## src/rtl/counter_monitor_pkg.sv

```systemverilog
// Shared definitions for the counter monitor: FSM state encoding, default
// count width and the modular increment used to predict the next count.
package counter_pkg;

    localparam int DEF_WIDTH = 4;

    typedef enum logic [1:0] {
        IDLE    = 2'd0,
        ACQUIRE = 2'd1,
        LOCKED  = 2'd2,
        ALARM   = 2'd3
    } state_t;

    // Increment v modulo 2^w, for any w from 1 to 32.
    function automatic logic [31:0] cnt_next(input logic [31:0] v, input int unsigned w);
        logic [31:0] mask;
        mask = (w >= 32) ? '1 : ((32'd1 << w) - 32'd1);
        return (v + 32'd1) & mask;
    endfunction

endpackage

```

## src/rtl/sat_counter.sv

```systemverilog
// Event counter with synchronous clear; SATURATE selects sticking at all-ones
// versus rolling over to zero.
module sat_counter #(
    parameter int W        = 16,
    parameter bit SATURATE = 1'b1
) (
    input  logic         clk,
    input  logic         resetn,
    input  logic         clr_i,
    input  logic         inc_i,
    output logic [W-1:0] count_o
);

    logic [W-1:0] count_q, count_d;

    always_comb begin
        count_d = count_q;
        if (clr_i) begin
            count_d = '0;
        end else if (inc_i && !(SATURATE && (count_q == '1))) begin
            count_d = count_q + W'(1);
        end
    end

    always_ff @(posedge clk or negedge resetn) begin
        if (!resetn) count_q <= '0;
        else         count_q <= count_d;
    end

    assign count_o = count_q;

endmodule

```

## src/rtl/counter_monitor.sv

```systemverilog
// Receive-side checker for a free-running counter: locks onto the count
// sequence, then counts bad samples and wraps and raises a sticky alarm.
module counter_monitor
    import counter_pkg::*;
#(
    parameter int WIDTH    = DEF_WIDTH,
    parameter int LOCK_CNT = 4,
    parameter int MAX_MISS = 3,
    parameter int ERR_W    = 16,
    parameter int WRAP_W   = 16
) (
    input  logic              clk,
    input  logic              resetn,
    input  logic              mon_en,
    input  logic              clr,
    input  logic [WIDTH-1:0]  cnt,
    input  logic              cout,
    output logic              locked,
    output logic              alarm,
    output logic [ERR_W-1:0]  err_cnt,
    output logic [WRAP_W-1:0] wrap_cnt,
    output logic [WIDTH-1:0]  bad_val
);

    localparam logic [3:0] LOCK_V = 4'(LOCK_CNT);
    localparam logic [3:0] MISS_V = 4'(MAX_MISS);

    state_t             state_q, state_d;
    logic [WIDTH-1:0]   prev_q;
    logic [3:0]         run_q, run_d;
    logic [3:0]         miss_q, miss_d;
    logic               first_q, first_d;
    logic               alarm_q, alarm_d;
    logic               captured_q, captured_d;
    logic [WIDTH-1:0]   bad_val_q, bad_val_d;
    logic [WIDTH-1:0]   exp_cnt;
    logic               good;
    logic               err_inc, wrap_inc, cnt_clr;

    assign exp_cnt = WIDTH'(cnt_next(32'(prev_q), WIDTH));
    assign good    = (cnt == exp_cnt) && (cout == (cnt == '1));

    always_comb begin
        state_d    = state_q;
        run_d      = run_q;
        miss_d     = miss_q;
        first_d    = first_q;
        alarm_d    = alarm_q;
        captured_d = captured_q;
        bad_val_d  = bad_val_q;
        err_inc    = 1'b0;
        wrap_inc   = 1'b0;
        cnt_clr    = 1'b0;

        if (!mon_en) begin
            state_d = IDLE;
            run_d   = '0;
            miss_d  = '0;
        end else if (clr) begin
            state_d    = ACQUIRE;
            run_d      = '0;
            miss_d     = '0;
            first_d    = 1'b1;
            alarm_d    = 1'b0;
            captured_d = 1'b0;
            bad_val_d  = '0;
            cnt_clr    = 1'b1;
        end else begin
            case (state_q)
                IDLE: begin
                    state_d = ACQUIRE;
                    run_d   = '0;
                    first_d = 1'b1;
                end
                ACQUIRE: begin
                    // The entry sample only seeds prev_q; judging starts one edge later.
                    if (first_q) begin
                        first_d = 1'b0;
                    end else if (good) begin
                        run_d = run_q + 4'd1;
                        if (run_d == LOCK_V) begin
                            state_d = LOCKED;
                            miss_d  = '0;
                        end
                    end else begin
                        run_d = '0;
                    end
                end
                LOCKED: begin
                    if (good) begin
                        miss_d   = '0;
                        wrap_inc = (cnt == '0);
                    end else begin
                        err_inc = 1'b1;
                        miss_d  = miss_q + 4'd1;
                        if (!captured_q) begin
                            captured_d = 1'b1;
                            bad_val_d  = cnt;
                        end
                        if (miss_d == MISS_V) begin
                            alarm_d = 1'b1;
                            state_d = ALARM;
                        end
                    end
                end
                ALARM: begin
                    err_inc = !good;
                end
                default: begin
                    state_d = IDLE;
                end
            endcase
        end
    end

    always_ff @(posedge clk or negedge resetn) begin
        if (!resetn) begin
            state_q    <= IDLE;
            prev_q     <= '0;
            run_q      <= '0;
            miss_q     <= '0;
            first_q    <= 1'b0;
            alarm_q    <= 1'b0;
            captured_q <= 1'b0;
            bad_val_q  <= '0;
        end else begin
            state_q    <= state_d;
            prev_q     <= cnt;
            run_q      <= run_d;
            miss_q     <= miss_d;
            first_q    <= first_d;
            alarm_q    <= alarm_d;
            captured_q <= captured_d;
            bad_val_q  <= bad_val_d;
        end
    end

    sat_counter #(.W(ERR_W), .SATURATE(1'b1)) u_err (
        .clk     (clk),
        .resetn  (resetn),
        .clr_i   (cnt_clr),
        .inc_i   (err_inc),
        .count_o (err_cnt)
    );

    sat_counter #(.W(WRAP_W), .SATURATE(1'b0)) u_wrap (
        .clk     (clk),
        .resetn  (resetn),
        .clr_i   (cnt_clr),
        .inc_i   (wrap_inc),
        .count_o (wrap_cnt)
    );

    assign locked  = (state_q == LOCKED);
    assign alarm   = alarm_q;
    assign bad_val = bad_val_q;

endmodule

```

## config.mk

```make
export PLATFORM = sky130hd
export DESIGN_NAME = counter_monitor
export DESIGN_NICKNAME = d
export VERILOG_FILES = /design/src/rtl/counter_monitor_pkg.sv /design/src/rtl/sat_counter.sv /design/src/rtl/counter_monitor.sv
export SDC_FILE = /design/constraint.sdc
export NUM_CORES = 1
export LEC_CHECK = 0
export ABC_AREA = 1
export BUFFER_PORTS_ARGS = -buffer_cell sky130_fd_sc_hd__clkbuf_2
export CORE_UTILIZATION = 52
export DETAILED_ROUTE_END_ITERATION = 10
export PLACE_DENSITY = 0.84
export SYNTH_ARGS = -nofsm -noshare
export SYNTH_HDL_FRONTEND = slang
export SYNTH_HIERARCHICAL = 1
export SYNTH_SLANG_ARGS = --single-unit
export TNS_END_PERCENT = 30
```

## constraint.sdc

```tcl
create_clock -name clk -period 2.4 [get_ports clk]
set_input_delay 0.36 -clock clk [delete_from_list [all_inputs] [get_ports clk]]
set_output_delay 0.36 -clock clk [all_outputs]
set_load 0.005 [all_outputs]
```

==> results_dict.tcl, run 1 <==
set metrics [dict create \
    path_max_fanout 5 \
    synth_cell_type_count 32 \
    wirelength_um 7258 \
    r2r-start "state_q[0]$_DFFE_PN0P_" \
    num_io_pins 47 \
    fin_worst_skew_ns 0.007809 \
    antenna_found_initial 0 \
    hp-start "cnt[2]" \
    ys_ff_latch 53 \
    grt_pass1_vias 2819 \
    fp.coreArea_um2 6096 \
    grt_max_degree 27 \
    place.gp.congestion 0.8694 \
    cap_violations 0 \
    initial_utilization 0.5523 \
    setup_viol 0 \
    power_density_nw_per_um2 549.4 \
    grt_usage 0.2293 \
    synth_cells 456 \
    hpwl_um 5339 \
    drc 0 \
    gr-total-overflow 0 \
    die_area_um2 6800 \
    placed_area_um2 3692 \
    status "finished, final reports clean" \
    clk_pin_slew_ns 0.09 \
    worst_pin_slew_ns 0.4669 \
    vias_per_cell 5.250 \
    reg2reg_depth 12 \
    syn2layout_area_growth_pct 14.05 \
    antenna_left 0 \
    cp.arrival_ns 2.43 \
    drive_above_1_share 0.2086 \
    start_kind "flip-flop" \
    synth_fp_nets 477 \
    synth-seq-area-share 0.3939 \
    hold_viol 0 \
    min_period_over_period 0.9350 \
    rows 28 \
    fillerInstances 545 \
    grt_pass1_wl_um 12180 \
    cts_sinks 53 \
    holdPathEnd "prev_q[2]$_DFF_PN0_" \
    leakage_uw 0.002044 \
    reg2reg_to "u_wrap/count_o[7]$_DFFE_PN0P_" \
    cts_tree "yes" \
    dp.cells 578 \
    multiInputGateArea_um2 1795 \
    design_area_um2 3840 \
    ys_warn_count 6 \
    diodes 0 \
    cp-end-kind "flip-flop" \
    mostFrequentLayoutCells "nand2_1, dfrtp_1, nor2_1" \
    wl_per_cell_um 12.34 \
    clkLatencyLatePin_ns 0.30 \
    max_freq_mhz 445.6 \
    syn_area_um2 3367 \
    min_path_type "in -> reg" \
    drt_first_iter_violations 195 \
    drv_slew 0 \
    fin_crit_ns 2.244 \
    numPortBuffers 46 \
    cts-htree-levels 2 \
    cts_buffer_depth 2 \
    seq_area_um2 1326 \
    ir_worst_vdd_mv 0.3623 \
    critPathRequiredTime_ns 2.59 \
    die_w_um 82.47 \
    numCtsBuffers 5 \
    firstDrtPassIters 4 \
    die_h_um 82.47 \
    relSlewSlack 0.6861 \
    layout_commonest_cell "nand2_1" \
    hold_depth 1 \
    cts_root_buf "clkbuf_8" \
    synth_area_per_cell_um2 7.384 \
    vias 3087 \
    worstSetupPathType "reg -> reg" \
    r2r_setup_slack_ns 0.16 \
    finalNonFillerCells 588 \
    final_nets 533 \
]
## cell usage after synthesis
library cell / n / area [µm²]
clkbuf_8: 1 / 13.76
nor3_1: 7 / 35.03
o21ai_1: 8 / 40.04
o21ai_0: 11 / 55.05
inv_4: 1 / 6.260
nor2_2: 7 / 43.79
nand3_2: 3 / 30.03
ha_1: 12 / 150.1
o31ai_1: 1 / 7.510
a21oi_1: 8 / 40.04
nor2_8: 1 / 20.02
a22oi_4: 1 / 21.27
a22oi_1: 1 / 7.510
o21a_1: 1 / 7.510
xnor2_1: 2 / 17.52
buf_6: 1 / 11.26
nand3_1: 32 / 160.2
nor2_4: 10 / 112.6
inv_2: 8 / 30.03
dfrtp_1: 53 / 1326
clkbuf_1: 1 / 3.750
or2_2: 1 / 6.260
nand2_2: 6 / 37.54
inv_1: 50 / 187.7
a31oi_1: 1 / 6.260
clkinv_2: 1 / 5.000
xor2_1: 6 / 52.55
nor2_1: 52 / 195.2
o21ai_4: 1 / 16.27
nand2_1: 144 / 540.5
nand2_4: 6 / 67.56
nand4_1: 18 / 112.6
## layer usage
metal	vias to the layer above	track usage	wire (µm)
li1	1553	-	-
met1	1459	0.2865	3338
met2	65	0.4066	3631
met3	10	0.03846	231
met4	0	0.06140	57
met5	-	0	0
## kinds of logic after synthesis
kind of cell	count (synthesis)	synth area share
buf+inv	63	0.07655
xor+xnor	8	0.02081
flops	53	0.3939
compound gates	33	0.05983
simple gates	287	0.4043
fa+ha+maj	12	0.04459
## state kept, by name, summed over array words and instances (netlist names)
signal	count
u_err/count_o	16
u_wrap/count_o	16
bad_val	4
miss_q	4
prev_q	4
run_q	4
state_q	2
alarm	1
captured_q	1
first_q	1
## cell type report
| type | count | share of cell area |
|---|---|---|
| well taps | 75 | 0.02444 |
| flip-flops and latches | 53 | 0.3454 |
| clock buffers | 7 | 0.02248 |
| multi-input cells | 340 | 0.4676 |
| clock inverters | 1 | 0.007820 |
| repair buffers | 52 | 0.07234 |
| inverters | 60 | 0.05995 |
## critical path: stages (launching register included)
cell     delay, ns
dfrtp_1       0.45
inv_1         0.11
ha_1          0.24
inv_1         0.12
nor2_1        0.24
nand3_2       0.14
nor3_2        0.13
buf_4         0.16
nor2_4        0.06
nor2_4        0.11
nand2_4       0.09
nor3_1        0.20
nor2_1        0.08
## power breakdown
group          total, µW  internal [µW]  leakage, µW  switching [µW]
combinational        455            155      0.00127             301
sequential          1010            950     0.000720            61.4
clock                643            341    0.0000585             302
total               2110           1450      0.00204             664
## worst max path at each step
| stage | slack (ns) | to | depth (start not counted) | from |
|---|---|---|---|---|
| final | 0.16 | u_wrap/count_o[7]$_DFFE_PN0P_ | 12 | state_q[0]$_DFFE_PN0P_ |
| after global routing | -0.01 | u_wrap/count_o[9]$_DFFE_PN0P_ | 18 | prev_q[0]$_DFF_PN0_ |
| after detailed placement | 0.07 | u_err/count_o[2]$_DFFE_PN0P_ | 14 | prev_q[0]$_DFF_PN0_ |
| after global placement | 0.16 | u_err/count_o[2]$_DFFE_PN0P_ | 14 | prev_q[0]$_DFF_PN0_ |
| after floorplan | 0.15 | u_wrap/count_o[15]$_DFFE_PN0P_ | 15 | prev_q[0]$_DFF_PN0_ |
| after CTS | 0.04 | u_err/count_o[2]$_DFFE_PN0P_ | 14 | prev_q[0]$_DFF_PN0_ |
## through the flow
step / TNS, ns / power [µW] / util / setup slack, ns / hold slack [ns]
finish: 0 / 2109 / 0.6299 / 0.1561 / 0.2230
CTS: 0 / 2113 / 0.6264 / 0.03906 / 0.2079
global route: -0.02220 / 2225 / 0.6299 / -0.01475 / 0.2097
floorplan: 0 / 1336 / - / 0.1490 / 0.06441
global placement: 0 / 1457 / 0.6057 / 0.1632 / 0.2662
detailed placement: 0 / 1470 / 0.6057 / 0.06861 / 0.2757
## timing repair
action,CTS,global route
resized for setup,0,4
setup buffers,0,1
endpoints found under the hold margin,11,0
hold buffers,1,0
endpoints found under the setup margin,0,22
Power figures use the tool's default switching activity.
==> run 2: changes to the inputs <==
- ABC_AREA: 1 -> default
- PLACE_DENSITY: 0.84 -> 0.85
==> run 2 against run 1 <==
Compared with the run above: via count fell by 16%; final cell count fell by 23%; count of clock-buffer cells in the layout fell by 2; worst setup slack got worse by 0.11 ns; area after synthesis fell by 5.9%; maximum frequency fell by 4.5%; sequential power barely moved; first-iteration DRC count fell by 41%; critical endpoint is now u_wrap/count_o[13]$_DFFE_PN0P_; global-route usage fell by 0.88 points; clock skew rose by 0.0015 ns; combinational power fell by 11%; total power rose by 0.65%.
==> results_dict.tcl, run 2 <==
set metrics [dict create \
    worst-path-stages 9 \
    cap_violations 0 \
    vias_per_cell 5.679 \
    synth-async-reset-ratio 1.000 \
    fillerInstances 467 \
    multiInputGateArea_um2 1798 \
    setup_viol 0 \
    power_density_nw_per_um2 560.8 \
    crit_family "simple AND/OR/NAND/NOR gates" \
    finalPower_uw 2123 \
    syn2layout_area_growth_pct 19.56 \
    reg2reg_depth 9 \
    synth_area_per_cell_um2 9.896 \
    layout_commonest_cell "dfrtp_1" \
    rsz0062_at_grt "true" \
    synth_top_area_share 0.4188 \
    fin_ws_ns 0.05103 \
    antenna_found_initial 0 \
    die_h_um 80.04 \
    cp.arrival_ns 2.56 \
    numCtsBuffers 5 \
    r2r-start "prev_q[2]$_DFF_PN0_" \
    rows 28 \
    synthFlopType "dfrtp_1" \
    die_w_um 80.04 \
    min_period_over_period 0.9787 \
    wl_met3_um 234 \
    wl_met1_um 3025 \
    pwr-share-clk 0.341 \
    cp_num_buf_inv 1 \
    max_freq_mhz 425.7 \
    gr-total-overflow 0 \
    diodes 0 \
    drt_first_iter_violations 116 \
    crit_chain "xor3_1, nor3_4, nand4_1, nor2_1, buf_4, o21ai_4, nor3_2, nand3_1, mux2_2" \
    drive_above_1_share 0.2737 \
    p_seq_frac 0.469 \
    synth_commonest_cells "dfrtp_1, nor2_1, inv_1" \
    numPortBuffers 46 \
    dp_worst_setup_slack_ns -0.04057 \
    critPathRequiredTime_ns 2.61 \
    cts_sinks 53 \
    grt_pass1_wl_um 11100 \
    dr_wl_met2_um 3199 \
    crit_slowest_cell "dfrtp_1" \
    initial_utilization 0.5381 \
    cts-htree-levels 2 \
    reg2reg_to "u_wrap/count_o[13]$_DFFE_PN0P_" \
    placed_area_um2 3568 \
    wirelength_um 6560 \
    design_area_um2 3786 \
    grt_pass1_vias 2440 \
    cts_tree "yes" \
    synth_area_leaders "dfrtp_1, ha_1, nor2_1" \
    top_layer "met4" \
    switching_share 0.2719 \
    synth_cells 320 \
    wl_per_cell_um 14.42 \
    ys_ff_latch 53 \
    power_frac_comb 0.190 \
    syn_area_um2 3167 \
    hpwl_um 4747 \
    ir_worst_vdd_mv 0.4089 \
    synth_fp_nets 341 \
    synth-seq-area-share 0.4188 \
    mostFrequentLayoutCells "dfrtp_1, clkbuf_2, nor2_1" \
    path_max_fanout 6 \
    num_io_pins 47 \
    worst_pin_slew_ns 0.6227 \
    final_nets 400 \
    endpoint "u_wrap/count_o[13]$_DFFE_PN0P_" \
    place.gp.congestion 0.8439 \
    status "finished, final reports clean" \
    synth_cell_type_count 61 \
    antenna_left 0 \
    grt_max_degree 32 \
    grt_usage 0.2205 \
    clk_pin_slew_ns 0.10 \
    r2r_setup_slack_ns 0.05 \
    cts_buffer_depth 2 \
    seq_area_um2 1326 \
    leakage_uw 0.001712 \
    yosysTopAreaCell "dfrtp_1" \
    cts_root_buf "clkbuf_8" \
    firstDrtPassIters 5 \
    drv_slew 0 \
    synth_most_common_cell "dfrtp_1" \
    cpPeakStageDelay_ns 0.42 \
    die_area_um2 6406 \
    ys_warn_count 6 \
    vias 2584 \
    p_int_uw 1546 \
    hold_viol 0 \
    fp.coreArea_um2 5886 \
    worstSetupPathType "reg -> reg" \
    cp-end-kind "flip-flop" \
    clkLatencyLatePin_ns 0.31 \
    switchingPower_uw 577.3 \
    synth_edf_count 0 \
    startpoint "prev_q[2]$_DFF_PN0_" \
    fin_worst_skew_ns 0.009331 \
    fin_crit_ns 2.349 \
    min_path_type "in -> async" \
    start_kind "flip-flop" \
    relSlewSlack 0.5849 \
    drc 0 \
]
==> run 2: worst min-delay path by stage <==
| stage | endpoint | slack (ns) | depth (start not counted) |
|---|---|---|---|
| 6_report | bad_val[2]$_DFFE_PN0P_ | 0.05 | 1 |
| 5_1_grt | bad_val[2]$_DFFE_PN0P_ | 0.09 | 1 |
| 2_1_floorplan | alarm$_DFFE_PN0P_ | 0.06 | 0 |
| 3_3_place_gp | miss_q[3]$_DFFE_PN0P_ | 0.40 | 1 |
| 3_5_place_dp | miss_q[3]$_DFFE_PN0P_ | 0.41 | 1 |
| 4_1_cts | bad_val[2]$_DFFE_PN0P_ | 0.07 | 1 |
==> run 2: cells by family (layout without fill, tap and decap cells) <==
group,Yosys count,after routing,synth area share
AND/OR/NAND/NOR,136,136,0.2402
flip-flops,53,53,0.4188
AO/OA/AOI/OAI,51,51,0.1170
buffers and inverters,28,88,0.04188
multiplexers,21,21,0.07270
XOR/XNOR,19,19,0.06203
adder cells (fa/ha/maj),12,12,0.04741
==> run 2: power groups by stage <==
stage	Sequential, µW	Combinational [µW]	Clock (µW)
CTS	995	388	745
finish	996	403	724
floorplan	1010	249	0
detailed placement	1010	385	0
global placement	1010	373	0
global route	1010	455	780
==> run 2: metrics by stage <==
step / hold slack [ns] / setup TNS, ns / utilization / instances
3_3_place_gp: 0.4029 / 0 / 0.6063 / 446
6_report: 0.04924 / 0 / 0.6433 / 455
2_1_floorplan: 0.06441 / 0 / - / 320
5_1_grt: 0.09205 / -0.3262 / 0.6433 / 455
3_5_place_dp: 0.4068 / -0.1041 / 0.6063 / 446
4_1_cts: 0.06878 / 0 / 0.6299 / 454
==> run 2: timing repair <==
action,4_1_cts,5_1_grt
resized for setup,1,10
setup buffers,0,1
endpoints found under the setup margin,2,19
pin swaps,0,4
hold buffers,0,0
==> run 2: routing by layer <==
layer,global-route usage,vias to the layer above
met5,0,-
met1,0.2878,1247
met4,0.08929,0
met2,0.3658,69
li1,-,1257
met3,0.03200,11
==> run 2: area by class of cell <==
type                    count  area share
inverters                  18     0.01785
well taps                  75     0.02479
clock buffers               5     0.01818
flip-flops and latches     53      0.3503
clock inverters             3     0.01818
repair buffers             62     0.09584
multi-input cells         239      0.4749
